$ cat config.mk
export PLATFORM = sky130hd
export DESIGN_NAME = rtc_timekeeper
export DESIGN_NICKNAME = d
export VERILOG_FILES = /design/src/rtl/rtc_timekeeper_pkg.sv /design/src/rtl/rtc_prescaler.sv /design/src/rtl/rtc_timekeeper.sv
export SDC_FILE = /design/constraint.sdc
export NUM_CORES = 1
export LEC_CHECK = 0
export CORE_UTILIZATION = 45
export CTS_BUF_LIST = sky130_fd_sc_hd__clkbuf_2 sky130_fd_sc_hd__clkbuf_4 sky130_fd_sc_hd__clkbuf_8
export DETAILED_ROUTE_END_ITERATION = 6
export PLACE_DENSITY_LB_ADDON = 0.25
export SLEW_MARGIN = 10
export SYNTH_ARGS = -nofsm -noshare
export SYNTH_HDL_FRONTEND = slang
export SYNTH_SLANG_ARGS = --single-unit
export TNS_END_PERCENT = 50
$ cat constraint.sdc
create_clock -name clk -period 2.9 [get_ports clk]
set_input_delay 0.58 -clock clk [delete_from_list [all_inputs] [get_ports clk]]
set_output_delay 0.58 -clock clk [all_outputs]
set_load 0.01 [all_outputs]
$ cat src/rtl/rtc_timekeeper_pkg.sv
// rtl/rtc_timekeeper_pkg.sv - field widths, limits and time helpers for the RTC timekeeper
package rtc_timekeeper_pkg;

    localparam int SEC_W  = 6;
    localparam int MIN_W  = 6;
    localparam int HOUR_W = 5;

    localparam logic [SEC_W-1:0]  SEC_MAX  = 6'd59;
    localparam logic [MIN_W-1:0]  MIN_MAX  = 6'd59;
    localparam logic [HOUR_W-1:0] HOUR_MAX = 5'd23;
    localparam logic [HOUR_W-1:0] NOON     = 5'd12;

    typedef struct packed {
        logic [HOUR_W-1:0] hour;
        logic [MIN_W-1:0]  minute;
        logic [SEC_W-1:0]  second;
    } rtc_time_t;

    function automatic logic time_valid(
        input logic [HOUR_W-1:0] h,
        input logic [MIN_W-1:0]  m,
        input logic [SEC_W-1:0]  s
    );
        return (h <= HOUR_MAX) && (m <= MIN_MAX) && (s <= SEC_MAX);
    endfunction

    // One-second advance with the full sec -> min -> hour -> midnight carry chain.
    function automatic rtc_time_t time_inc(input rtc_time_t t);
        rtc_time_t n;
        n = t;
        if (t.second == SEC_MAX) begin
            n.second = '0;
            if (t.minute == MIN_MAX) begin
                n.minute = '0;
                n.hour   = (t.hour == HOUR_MAX) ? '0 : t.hour + HOUR_W'(1);
            end else begin
                n.minute = t.minute + MIN_W'(1);
            end
        end else begin
            n.second = t.second + SEC_W'(1);
        end
        return n;
    endfunction

    function automatic logic [HOUR_W-1:0] display_hour(
        input logic [HOUR_W-1:0] h,
        input logic              mode_12h
    );
        if (!mode_12h) begin
            return h;
        end
        if (h == '0) begin
            return NOON;
        end
        if (h > NOON) begin
            return h - NOON;
        end
        return h;
    endfunction

endpackage

$ cat src/rtl/rtc_prescaler.sv
// rtl/rtc_prescaler.sv - divides clk into a one-cycle second tick while enabled
module rtc_prescaler #(
    parameter int TICKS_PER_SEC = 2
) (
    input  logic clk,
    input  logic rst,
    input  logic en,
    input  logic clr,
    output logic tick
);

    localparam int CW = (TICKS_PER_SEC > 1) ? $clog2(TICKS_PER_SEC) : 1;
    localparam logic [CW-1:0] LAST = CW'(TICKS_PER_SEC - 1);

    logic [CW-1:0] cnt_q;

    assign tick = en && (cnt_q == LAST);

    // clr wins over counting so a time load restarts a full second.
    always_ff @(posedge clk or posedge rst) begin
        if (rst) begin
            cnt_q <= '0;
        end else if (clr) begin
            cnt_q <= '0;
        end else if (en) begin
            cnt_q <= tick ? '0 : cnt_q + CW'(1);
        end
    end

endmodule

$ cat src/rtl/rtc_timekeeper.sv
// rtl/rtc_timekeeper.sv - 24h timekeeper with time load, 12h/24h display and sticky daily alarm
module rtc_timekeeper
    import rtc_timekeeper_pkg::*;
#(
    parameter int TICKS_PER_SEC = 2
) (
    input  logic        clk,
    input  logic        rst,
    input  logic        en,
    input  logic        mode_12h,
    input  logic        set_valid,
    input  logic [4:0]  set_hours,
    input  logic [5:0]  set_minutes,
    input  logic [5:0]  set_seconds,
    input  logic        alarm_wr,
    input  logic [4:0]  alarm_hours,
    input  logic [5:0]  alarm_minutes,
    input  logic        alarm_ack,
    output logic [5:0]  seconds,
    output logic [5:0]  minutes,
    output logic [4:0]  hours,
    output logic        pm,
    output logic        sec_tick,
    output logic        day_tick,
    output logic        set_err,
    output logic        alarm
);

    rtc_time_t         cur_q;
    rtc_time_t         cur_inc;
    logic [HOUR_W-1:0] alarm_h_q;
    logic [MIN_W-1:0]  alarm_m_q;
    logic              armed_q;
    logic              alarm_q;
    logic              sec_tick_q;
    logic              day_tick_q;
    logic              set_err_q;

    logic tick;
    logic set_ok;
    logic alarm_ok;
    logic load;
    logic advance;
    logic day_wrap;
    logic alarm_hit;

    assign set_ok   = time_valid(set_hours, set_minutes, set_seconds);
    assign alarm_ok = time_valid(alarm_hours, alarm_minutes, SEC_W'(0));
    assign load     = set_valid && set_ok;
    assign advance  = tick && !load;

    rtc_prescaler #(
        .TICKS_PER_SEC(TICKS_PER_SEC)
    ) u_prescaler (
        .clk (clk),
        .rst (rst),
        .en  (en),
        .clr (load),
        .tick(tick)
    );

    assign cur_inc  = time_inc(cur_q);
    assign day_wrap = (cur_inc == '0);
    // Only a tick-driven arrival at hh:mm:00 fires; loads never do.
    assign alarm_hit = armed_q
                    && (cur_inc.hour == alarm_h_q)
                    && (cur_inc.minute == alarm_m_q)
                    && (cur_inc.second == '0);

    always_ff @(posedge clk or posedge rst) begin
        if (rst) begin
            cur_q      <= '0;
            sec_tick_q <= 1'b0;
            day_tick_q <= 1'b0;
        end else if (load) begin
            cur_q.hour   <= set_hours;
            cur_q.minute <= set_minutes;
            cur_q.second <= set_seconds;
            sec_tick_q   <= 1'b0;
            day_tick_q   <= 1'b0;
        end else if (advance) begin
            cur_q      <= cur_inc;
            sec_tick_q <= 1'b1;
            day_tick_q <= day_wrap;
        end else begin
            sec_tick_q <= 1'b0;
            day_tick_q <= 1'b0;
        end
    end

    always_ff @(posedge clk or posedge rst) begin
        if (rst) begin
            alarm_h_q <= '0;
            alarm_m_q <= '0;
            armed_q   <= 1'b0;
        end else if (alarm_wr && alarm_ok) begin
            alarm_h_q <= alarm_hours;
            alarm_m_q <= alarm_minutes;
            armed_q   <= 1'b1;
        end
    end

    // Fire has priority over a same-cycle acknowledge.
    always_ff @(posedge clk or posedge rst) begin
        if (rst) begin
            alarm_q <= 1'b0;
        end else if (advance && alarm_hit) begin
            alarm_q <= 1'b1;
        end else if (alarm_ack) begin
            alarm_q <= 1'b0;
        end
    end

    always_ff @(posedge clk or posedge rst) begin
        if (rst) begin
            set_err_q <= 1'b0;
        end else begin
            set_err_q <= (set_valid && !set_ok) || (alarm_wr && !alarm_ok);
        end
    end

    assign seconds  = cur_q.second;
    assign minutes  = cur_q.minute;
    assign hours    = display_hour(cur_q.hour, mode_12h);
    assign pm       = (cur_q.hour >= NOON);
    assign sec_tick = sec_tick_q;
    assign day_tick = day_tick_q;
    assign set_err  = set_err_q;
    assign alarm    = alarm_q;

endmodule
==> metrics.csv <==
metric,value,unit
status,completed,
setup_ws,129,ps
hold_viol,0,
cp-endpoint,hours[4],
cts_tree,yes,
fmaxAchievable,361,MHz
cpMostUsedCell,clkdlybuf4s50_1,
end_kind,output port,
gr-total-overflow,0,
grt_max_degree,35,
first_global_vias,2265,
crit_path_max_fanout,4,
post-cts-setup-buffer-count,0,
cts_sinks,34,
worstRegToRegCells,7,
r2r_slack,170,ps
power_frac_seq,38.6,%
crit_path_cell_trace,"clkdlybuf4s50_1, inv_1, nor2_2, nand2_1, o31ai_1, clkdlybuf4s50_1",
synth_ff_type,dfrtp_1,
ctsHoldBuffers,0,
cts-root-buf,clkbuf_8,
crit_required,2320,ps
die_area,6050,sq um
die_h,77.8,um
drt_wl_total,6730,um
total_power,1700,uW
antenna_found_initial,0,
post_synth.cell_area_avg,8.59,sq um
drt_drc_violations_left,0,
p_comb_share,41.6,%
ioPinCount,57,
synth_area_leaders,"dfrtp_1, nand2_1, mux2_2",
wl_per_cell,16.0,um
crit_family,buffers and inverters,
worstPathArrival,2190,ps
path_depth,6,
startpoint,mode_12h,
fin_skew,5.79,ps
critPathKind,input port to output port,
cts_buffers,5,
rsz0062_at_grt,no,
yosysTopAreaCell,dfrtp_1,
syn_nets,344,
synth_common_cells,"dfrtp_1, nand2_1, o21ai_0",
dp_slack,128,ps
reg2reg_from,seconds[0],
place_congestion,0.916,
p_int,1060,uW
slew-limit-headroom,63.8,%
post-route-min-period,2770,ps
fin_crit_sh,95.6,%
ys_ff_latch,34,
cp.buffers_inverters,3,
p_leak,0.00128,uW
detail-route-antenna-nets,0,
insertedDiodeCount,0,
yosysSeqAreaShare,32.9,%
first_pass_iters,4,
worst_path_max_delay_cell,clkdlybuf4s50_1,
slew_violations,0,
ctsHtreeMaxLevel,2,
dp_hpwl,5130,um
worstMarginPinSlew,542,ps
synthCells,301,
nets,391,
syn_to_final_growth,24.5,%
maxCapViolCount,0,
finalSetupViolCount,0,
switchingPower,642,uW
setup_tns,0,ps
worstReg2RegEnd,alarm,
grt_pass1_wl,11200,um
clock_path_buffers,2,
vias,2422,
syn_area,2580,sq um
layout-drive-gt1-share,13.5,%
rows,27,
die_x,77.8,um
worst_setup_path_start_kind,input port,
switching_share,37.7,%
slowest_delay,580,ps
clock_latency,290,ps
pwr-share-clk,19.9,%
synth-edff-count,0,
vias_per_cell,5.77,
synth_cell_types,58,
holdWs,474,ps
grt.total_usage,23.5,%
yosysTopAreaCellShare,32.9,%
p_per_area,529,nW/um^2
start_util,46.9,%
fill_cells,506,
clkTransAtPathRegs,70,ps
hp-class,flop to flop,
core_area,5510,sq um
port_buffers,56,
ir_drop,0.000232,V
drt_iter0_markers,150,
yosysWarnings,0,
async_reset_ff_share,100,%
==> state kept, by name, indices dropped and copies added (netlist names) <==
name	flops
sec_tick	1
alarm	1
u_prescaler.cnt_q	1
day_tick	1
set_err	1
alarm_h_q	5
alarm_m_q	6
seconds	6
cur_q	5
minutes	6
armed_q	1
==> cell families after synthesis <==
logic type,after synthesis,share of synthesized area [%]
AND/OR/NAND/NOR,111,22.4
AO/OA/AOI/OAI,81,20.2
buffers and inverters,41,10.5
flip-flops,34,32.9
multiplexers,17,7.12
XOR/XNOR,9,3.05
adder cells (fa/ha/maj),8,3.87
==> through the flow <==
step                cell area (sq um)  cells  utilization, %
floorplan                        2580    301               -
global placement                 3110    413            56.5
detailed placement               3110    413            56.5
CTS                              3190    420            58.0
global route                     3220    420            58.4
finish                           3220    420            58.4
==> layer usage <==
layer | share of wire, % | wire length, um | vias to the layer above | track usage (%)
li1 | - | - | 1189 | -
met5 | 0 | 0 | - | 0
met2 | 46 | 3090 | 76 | 37.9
met4 | 0.76 | 51 | 0 | 4.91
met1 | 47 | 3150 | 1151 | 32.6
met3 | 6.5 | 434 | 6 | 4.59
==> worst min-delay path by stage <==
stage | cells past startpoint | slack, ps | startpoint | to
floorplan | 1 | 430 | armed_q | armed_q
CTS | 1 | 480 | armed_q | armed_q
global route | 1 | 520 | armed_q | armed_q
finish | 1 | 470 | armed_q | armed_q
global placement | 1 | 450 | armed_q | armed_q
detailed placement | 1 | 460 | armed_q | armed_q
==> worst reg2reg max path, cell delays in order, from the launching register on <==
cell and delay (ps):
dfrtp_1 430, ha_1 300, nand4_2 290, or4_1 660
or3_1 430, nand3_1 110, o2111ai_1 140, o32ai_2 270
==> final cells by class <==
type                    count  area (sq um)  share of cell area, %
flip-flops and latches     34           851                   26.4
inverters                  11          42.5                   1.32
clock buffers               5          68.8                   2.14
well taps                  72          90.1                   2.80
repair buffers             70           666                   20.7
multi-input cells         226          1490                   46.3
clock inverters             2          10.0                  0.311
==> repair_timing <==
item / 4_1_cts / 5_1_grt
resized for setup: 2 / 7
pin swaps: 0 / 0
setup endpoints to repair: 1 / 4
endpoints found under the hold margin: 0 / 0
==> power by group through the flow <==
| stage | Sequential, uW | Combinational, uW | Clock [uW] |
|---|---|---|---|
| floorplan | 615 | 514 | 0 |
| global placement | 658 | 687 | 0 |
| detailed placement | 660 | 692 | 0 |
| CTS | 652 | 695 | 347 |
| global route | 667 | 776 | 372 |
| finish | 656 | 707 | 338 |
==> layout by cell type (no fill, tap or decap), types with 2 or more instances in the layout <==
cell type,Yosys,layout
inv_1,10,9
clkinv_2,1,3
or4_1,2,2
nor3_1,8,8
mux2_2,11,11
nor2_1,19,18
a21o_1,5,5
o2111ai_1,2,2
o21ai_0,23,22
o211ai_1,3,3
nor4_1,8,7
dfrtp_1,34,34
nand2_1,34,34
buf_4,12,14
a31oi_1,5,5
ha_1,8,6
nand4_1,7,7
clkdlybuf4s50_1,0,56
mux2i_1,6,6
o21a_1,2,2
clkbuf_8,0,5
nand3_1,12,12
ha_2,0,2
xnor2_1,5,5
a211oi_1,6,6
xor2_1,4,4
nand3b_1,2,2
and3_1,3,3
and2_1,3,3
a21oi_1,21,21
Power figures use the tool's default switching activity.
